<file path="config.mk">
export PLATFORM = sky130hd
export DESIGN_NAME = mp3_bitstream_fetch_ctrl
export DESIGN_NICKNAME = d
export VERILOG_FILES = /design/src/rtl/mp3_bitstream_fetch_ctrl.sv
export SDC_FILE = /design/constraint.sdc
export NUM_CORES = 1
export LEC_CHECK = 0
export ABC_CLOCK_PERIOD_IN_PS = 2700
export BUFFER_PORTS_ARGS = -buffer_cell sky130_fd_sc_hd__buf_4
export CAP_MARGIN = 20
export CORE_MARGIN = 3
export CORE_UTILIZATION = 58
export CTS_BUF_LIST = sky130_fd_sc_hd__clkbuf_8
export DETAILED_ROUTE_END_ITERATION = 10
export GPL_TIMING_DRIVEN = 0
export PLACE_DENSITY_LB_ADDON = 0.08
export SETUP_SLACK_MARGIN = 0.1
export SLEW_MARGIN = 20
export SYNTH_ARGS = -nofsm -noshare
export SYNTH_HDL_FRONTEND = slang
export SYNTH_SLANG_ARGS = --single-unit
</file>
<file path="constraint.sdc">
create_clock -name CLK_I -period 2.7 [get_ports CLK_I]
set_input_delay 0.405 -clock CLK_I [delete_from_list [all_inputs] [get_ports CLK_I]]
set_output_delay 0.405 -clock CLK_I [all_outputs]
set_load 0.05 [all_outputs]
</file>
<file path="src/rtl/mp3_bitstream_fetch_ctrl.sv">
// MP3 bitstream fetch controller.
// Prefetches words from an upstream show-ahead FIFO into a small circular
// buffer and presents them to the Huffman decoder. Also flags frame sync
// words and counts the words that have been delivered.
//
// Handshake: a word moves to the decoder on every rising edge where
// word_valid and word_ready are both high. word_valid never depends on
// word_ready, and word_ready is ignored while word_valid is low.
// Upstream, fifo_ren is a pop strobe: the head word fifo_datain is taken
// on the same edge where fifo_ren is high.
module mp3_bitstream_fetch_ctrl #(
    parameter int DATA_WIDTH = 16,
    parameter int DEPTH      = 4
) (
    input  logic                         CLK_I,
    input  logic                         RST_I,
    input  logic                         enable,
    input  logic                         flush,
    input  logic [DATA_WIDTH-1:0]        fifo_datain,
    input  logic                         fifo_empty,
    output logic                         fifo_ren,
    output logic [DATA_WIDTH-1:0]        word_data,
    output logic                         word_valid,
    input  logic                         word_ready,
    output logic                         sync_hit,
    output logic [$clog2(DEPTH):0]       level,
    output logic [15:0]                  word_count,
    output logic [1:0]                   state
);

    localparam int PTR_W = $clog2(DEPTH);
    localparam int LVL_W = PTR_W + 1;
    localparam logic [LVL_W-1:0] DEPTH_L = LVL_W'(DEPTH);

    typedef enum logic [1:0] {
        IDLE  = 2'd0,
        FETCH = 2'd1,
        FULL  = 2'd2,
        FLUSH = 2'd3
    } state_t;

    state_t                  state_q;
    state_t                  state_d;
    logic [DATA_WIDTH-1:0]   mem [DEPTH];
    logic [PTR_W-1:0]        wr_ptr_q;
    logic [PTR_W-1:0]        rd_ptr_q;
    logic [LVL_W-1:0]        level_q;
    logic [LVL_W-1:0]        level_d;
    logic [15:0]             count_q;
    logic                    push;
    logic                    pop;

    // Push/pop strobes; a flush cancels both on its edge.
    always_comb begin
        push = (state_q == FETCH) && !fifo_empty && (level_q < DEPTH_L) && !flush;
        pop  = (level_q != '0) && word_ready && !flush;
    end

    // Occupancy after this edge, ignoring flush (flush overrides it below).
    always_comb begin
        level_d = level_q;
        case ({push, pop})
            2'b10:   level_d = level_q + LVL_W'(1);
            2'b01:   level_d = level_q - LVL_W'(1);
            default: level_d = level_q;
        endcase
    end

    // Next-state logic; flush wins over everything, including enable.
    always_comb begin
        state_d = state_q;
        if (flush) begin
            state_d = FLUSH;
        end else begin
            case (state_q)
                IDLE:    if (enable) state_d = FETCH;
                FETCH: begin
                    if (!enable)                 state_d = IDLE;
                    else if (level_d == DEPTH_L) state_d = FULL;
                end
                FULL: begin
                    if (!enable)                state_d = IDLE;
                    else if (level_d < DEPTH_L) state_d = FETCH;
                end
                FLUSH:   state_d = enable ? FETCH : IDLE;
                default: state_d = IDLE;
            endcase
        end
    end

    // Buffer storage; contents need no reset because level gates visibility.
    always_ff @(posedge CLK_I) begin
        if (push) mem[wr_ptr_q] <= fifo_datain;
    end

    // Control state: FSM, pointers, occupancy and delivered-word counter.
    always_ff @(posedge CLK_I or posedge RST_I) begin
        if (RST_I) begin
            state_q  <= IDLE;
            wr_ptr_q <= '0;
            rd_ptr_q <= '0;
            level_q  <= '0;
            count_q  <= '0;
        end else begin
            state_q <= state_d;
            if (flush) begin
                wr_ptr_q <= '0;
                rd_ptr_q <= '0;
                level_q  <= '0;
            end else begin
                if (push) wr_ptr_q <= wr_ptr_q + PTR_W'(1);
                if (pop)  rd_ptr_q <= rd_ptr_q + PTR_W'(1);
                level_q <= level_d;
                if (pop && (count_q != 16'hFFFF)) count_q <= count_q + 16'd1;
            end
        end
    end

    // Outputs; the head word reads as zero whenever the buffer is empty.
    always_comb begin
        fifo_ren   = push;
        word_valid = (level_q != '0);
        word_data  = word_valid ? mem[rd_ptr_q] : '0;
        sync_hit   = word_valid && (word_data[15:4] == 12'hFFF);
        level      = level_q;
        word_count = count_q;
        state      = state_q;
    end

endmodule

</file>
### After elaboration in Yosys (flattened, before gate mapping)

Memories as Yosys holds them, arrays and structs flattened.
Index checks and enable logic that the tools add are counted.

| operators by class | value |
|---|---|
| equality and inequality tests | 11 |
| multiplexer cells | 17 |
| $add $sub $neg | 5 |
| $lt $le $gt $ge | 2 |
| bitwise gates (word level) | 1 |
| reduce and logical (&&, ||, !) cells | 15 |

Operators with widths:

| cell | number |
|---|---|
| 2-bit 2-to-1 mux | 10 |
| 16-bit by 1-bit adder with 16-bit output, second input constant | 1 |
| 16-bit 2-to-1 mux | 1 |
| 16-bit != test, second input constant | 1 |
| 12-bit equality test, second input constant | 1 |
| 2-bit case mux with 4 select lines | 1 |
| 1-bit logical AND | 7 |
| 2-bit equality test, second input constant | 3 |
| 3-bit < comparator, second input constant | 2 |
| 3-bit case mux with 2 select lines | 1 |
| 2-bit by 1-bit adder with 2-bit output, second input constant | 2 |
| 2-bit by 1-bit equality test with 1-bit output, second input constant | 2 |
| 4-bit by 3-bit != test with 1-bit output, second input constant | 1 |
| 4-bit != test, second input constant | 1 |
| 2-bit nonzero test | 2 |
| 3-bit by 1-bit adder with 3-bit output, second input constant | 1 |
| 3-bit equality test, second input constant | 1 |
| 1-bit 2-to-1 mux | 3 |
| 3-bit 2-to-1 mux | 1 |
| 3-bit != test, second input constant | 1 |
| 3-bit AND reduction | 1 |
| 3-bit nonzero test | 1 |
| 3-bit by 1-bit subtractor with 3-bit output, second input constant | 1 |
| 1-bit logical NOT | 2 |
| 3 further kinds | 3 |

| word-level totals | value |
|---|---|
| word-level logic and storage cells | 57 |
| RAM bits | 64 |
| output and inout port bits | 40 |
| flip-flop bits (word level) | 25 |
| input port bits | 22 |
| memories kept | 1 |

Memories:

| memory | depth | bits a word | rd ports | clocked after memory_dff | wr ports | RTL line | source |
|---|---|---|---|---|---|---|---|
| mem | 4 | 16 | 1 | 0 | 1 | 44 | `logic [DATA_WIDTH-1:0] mem [DEPTH];` |

### Logic depth before layout (Yosys ltp)

| depth | value |
|---|---|
| depth in word-level cells | 11 |
| depth in mapped cells | 10 |

### Worst setup path after synthesis

Ideal clock, no wire load.

| timing | value |
|---|---|
| path type | flip-flop to flip-flop |
| start point | reg state_q[1] (netlist: state[1]) |
| end point | reg state_q[0] (netlist: state[0]) |
| slack | -517 ps |
| data arrival time | 3099 ps |
| library setup time | 118 ps |
| cell stages (with the launch flop) | 9 |
| cells stage by stage | dfrtp_1 -> nand2b_1 -> nor4_2 -> inv_1 -> ha_1 -> or3b_1 -> a21oi_1 -> o22ai_1 -> a21o_1 |

| between the ends | value |
|---|---|
| longest elaborated chain between the ends | 9 |
| elaborated cells between the ends (all ways) | 18 |

RTL lines:

| what | RTL line | source |
|---|---|---|
| from (decl) | 42 | `state_t state_q;` |
| from (signal assigned) | 105 | `state_q <= state_d;` |
| 2-bit by 1-bit equality test with 1-bit output * | 55 | `push = (state_q == FETCH) && !fifo_empty && (level_q < DEPTH_L) && !flush;` |
| 1-bit logical AND * (3 in a row) | 55 |  |
| named net fifo_ren | 21 | `output logic fifo_ren,` |
| 2-bit by 1-bit equality test with 1-bit output / 2-bit equality test (equally long branches) | 62 | `case ({push, pop})` |
| 3-bit case mux with 2 select lines * | 62 |  |
| 3-bit < comparator / 3-bit equality test (equally long branches) | 83, 79 |  |
| 4-bit != test (no source line) / 4-bit by 3-bit != test with 1-bit output (equally long branches) | n/a |  |
| 3-bit AND reduction (no source line) * | n/a |  |

The timed path passes the listed nets; every way through them passes the cells marked *.
A chain may end at the register's enable or synchronous reset.

### Worst setup path in the final report

| timing | value |
|---|---|
| start point | reg level_q[1] (netlist: level[1]) |
| end point | out word_data[9] |

| between the ends | value |
|---|---|
| longest elaborated chain between the ends | 2 |

RTL lines:

| what | RTL line | source |
|---|---|---|
| from (decl) | 47 | `logic [LVL_W-1:0] level_q;` |
| from (signal assigned) | 113 | `level_q <= level_d;` |
| 3-bit nonzero test | 122 | `word_valid = (level_q != '0);` |
| 16-bit 2-to-1 mux | 123 | `word_data = word_valid ? mem[rd_ptr_q] : '0;` |
| to (decl) | 22 | `output logic [DATA_WIDTH-1:0] word_data,` |

Every way passes these cells.

==> impl_metrics.csv <==
group,metric,value,unit
outcome,status,"finished, final reports clean",
run,cap_violations,0,
setup_path,crit_arrival,2.05,ns
logic_synthesis,synthTopCellsByArea,"edfxtp_1 50%, dfrtp_1 16%, mux4_2 9.3%",
clock_network,cts_resized,0,
logic_synthesis,netlist_area,3860,um2
setup_path,critPathKind,"reg2out",
die,initial_utilization,60.5,%
clock_network,cts_max_level,3,
placement,pre_cts_slack,0.442,ns
layout,seqCellArea,2550,um2
placement,gp_congestion,0.832,
sta,period_minus_slack,2.46,ns
clock_network,ctsRootBufferMaster,"clkbuf_8",
sta,setup_tns,0,ns
layout,areaGrowthSynthToFinish,22.3,%
power,power.total,3.42,mW
clock_network,post-cts-setup-buffers,0,
placement,placed_cells,378,
layout,final_area,4720,um2
clock_network,clk_pin_slew,0.08,ns
sta,fin_skew,0.00694,ns
layout,layout-drive-gt1-share,36.6,%
power,clkPwrFrac,33.5,%
drt,drt_iter0_markers,117,
logic_synthesis,synth_area_leader_cell,"edfxtp_1",
drt,viasPerCell,5.69,
setup_path,cp_data_required_time,2.30,ns
setup_path,crit_path_end_kind,"output port",
die,core_area,6390,um2
layout,layoutNonFillerInstCount,394,
power,netSwitchingFraction,27.7,%
drt,drc,0,
die,io-pin-count,62,
sta,finalCritPeriodShare,91.1,%
setup_path,startpoint_type,"register",
clock_network,tritoncts,"built",
setup_path,slowest_delay,0.47,ns
global_routing,grt_max_degree,26,
logic_synthesis,avgSynthCellArea,16.1,um2
sta,rsz0062_at_grt,"no",
clock_network,cts_sinks,89,
placement,dp_hpwl,4990,um
setup_path,path_buf_inv,3,
clock_network,numCtsBuffers,9,
sta,worst_pin_slew,0.946,ns
logic_synthesis,yosysUniqueCellTypes,41,
logic_synthesis,synth_seq_area_share,66.0,%
power,power_density,723,nW/um2
drt,post_drt_wl_per_cell,18.4,um
die,die_w,87.6,um
die,dieArea,7670,um2
logic_synthesis,synthCells,240,
power,combPwrFrac,20.5,%
global_routing,globalRouteTotalUtil,20.5,%
setup_path,slowest_stage,"dfrtp_1",
sta,whs,0.243,ns
setup_path,regToRegSetupSlack,0.42,ns
setup_path,worstRegToRegCells,10,
sta,setup_slack,0.241,ns
drt,ant_nets,0,
sta,setup_viol,0,
drt,routed_wl,7230,um
layout,num-fill-cells,422,
sta,slew_violations,0,
global_routing,grt_pass1_wl,11500,um
worst_hold_path,hp-class,"in2reg",
clock_network,clockBufferDepth,2,
power,peakVddDrop,0.626,mV
setup_path,path_cells,"or3_1 -> clkbuf_2 -> clkbuf_1 -> and2_1 -> buf_4",
setup_path,worst-path-stages,5,
sta,relSlewSlack,36.9,%
worst_hold_path,hold_path_depth,1,
power,p_sw,946,uW
power,p_leak,1.83,nW
placement,port_buffers,61,
logic_synthesis,ys_warn_count,0,
clock_network,ctsHoldBuffers,0,
logic_synthesis,ys_ff_latch,89,
clock_network,clk_latency,0.35,ns
drt,drt_pass1_iterations,4,
drt,via_count,2242,
global_routing,grt_pass1_vias,2327,
sta,max_freq,407,MHz
logic_synthesis,synth_top_area_share,49.8,%
layout,fin_util,74.0,%
die,die_y,87.6,um
layout,nNetsFinal,341,
setup_path,worstPathMaxFanout,10,
placement,placed_cell_area,4460,um2
power,p_int,2.47,mW
layout,multi_input_area,1270,um2
logic_synthesis,synth_nets,269,
global_routing,antenna_found_initial,0,
layout,antenna_cells,0,
global_routing,grt-ovfl-total,0,
sta,final_hold_viol_count,0,
setup_path,critPathTopFamily,"buffers and inverters",
power,p_seq_share,46.0,%
die,fp-row-count,29,
layout make-up:
type                            instances  area share [%]
Sequential cell                        89            54.0
Multi-Input combinational cell        134            26.9
Timing Repair Buffer                   61            9.70
Clock inverter                          7            2.81
Clock buffer                            9            2.62
Tap cell                               77            2.04
Buffer                                  9            1.22
Inverter                                8           0.636
cells in the mapped netlist, drive strengths merged:
master	instances
edfxtp	64
dfrtp	25
and2	23
mux4	16
xnor2	11
nand4	10
inv	8
nand3	8
nor2	8
a21oi	6
and3	6
ha	6
buf	5
nand2	5
xor2	5
clkbuf	4
nor3	4
a31oi	3
nor2b	3
and4	2
nor4	2
o21a	2
a211oi	1
a21o	1
fa	1
mux2	1
mux2i	1
nand2b	1
nand3b	1
nor3b	1
o21ba	1
o21bai	1
o22ai	1
o31ai	1
or3	1
or3b	1
layer usage:
| layer | share of wire [%] | wire (um) | global-route usage, % | vias to the layer above |
|---|---|---|---|---|
| li1 | - | - | - | 1054 |
| met4 | 1.7 | 125 | 8.51 | 0 |
| met1 | 40 | 2880 | 24.8 | 1120 |
| met2 | 53 | 3860 | 36.4 | 57 |
| met5 | 0 | 0 | 0 | - |
| met3 | 5.1 | 367 | 3.39 | 11 |
registers in the layout, indices dropped and copies added, names as in the netlist:
| register | count |
|---|---|
| rd_ptr_q | 2 |
| state | 2 |
| wr_ptr_q | 2 |
| word_count | 16 |
| level | 3 |
| mem | 64 |
final timing paths:
| kind | to | startpoint |
|---|---|---|
| worst max-delay path | word_data[9] | level[1] |
| worst min-delay path | mem[0][9] | fifo_datain[9] |
| worst max register to register | state[0] | state[1] |
| worst min register to register | word_count[8] | word_count[8] |
| max in group asynchronous | level[0] | RST_I |
| min in group asynchronous | state[0] | RST_I |
logic make-up after synthesis:
logic type	share of synthesized area, %
multiplexers	9.98
buffers and inverters	2.17
adder cells (fa/ha/maj)	2.46
AND/OR/NAND/NOR	12.4
XOR/XNOR	3.63
AO/OA/AOI/OAI	3.40
flip-flops	66.0
layout by cell type (no fill, tap or decap), types with 3 or more instances in the layout:
master / instances
dfrtp_1: 21
and2_1: 21
buf_4: 61
a21oi_1: 6
bufinv_16: 4
nor2_1: 7
nand4_1: 10
nand2_1: 5
xnor2_1: 11
nor2b_1: 3
dfrtp_2: 4
mux4_2: 16
clkbuf_8: 9
inv_1: 7
edfxtp_1: 64
and3_1: 6
nor3_1: 3
nand3_1: 8
ha_1: 5
a31oi_1: 3
xor2_1: 5
power groups by stage:
stage	registers [mW]	clock network (mW)	logic [mW]
final	1.57	1.14	0.700
after global routing	1.58	1.22	0.744
after CTS	1.57	1.16	0.709
after detailed placement	1.60	0	0.705
after global placement	1.60	0	0.690
after floorplan	1.70	0	0.382
No activity file was read; power rests on OpenSTA's default activity.
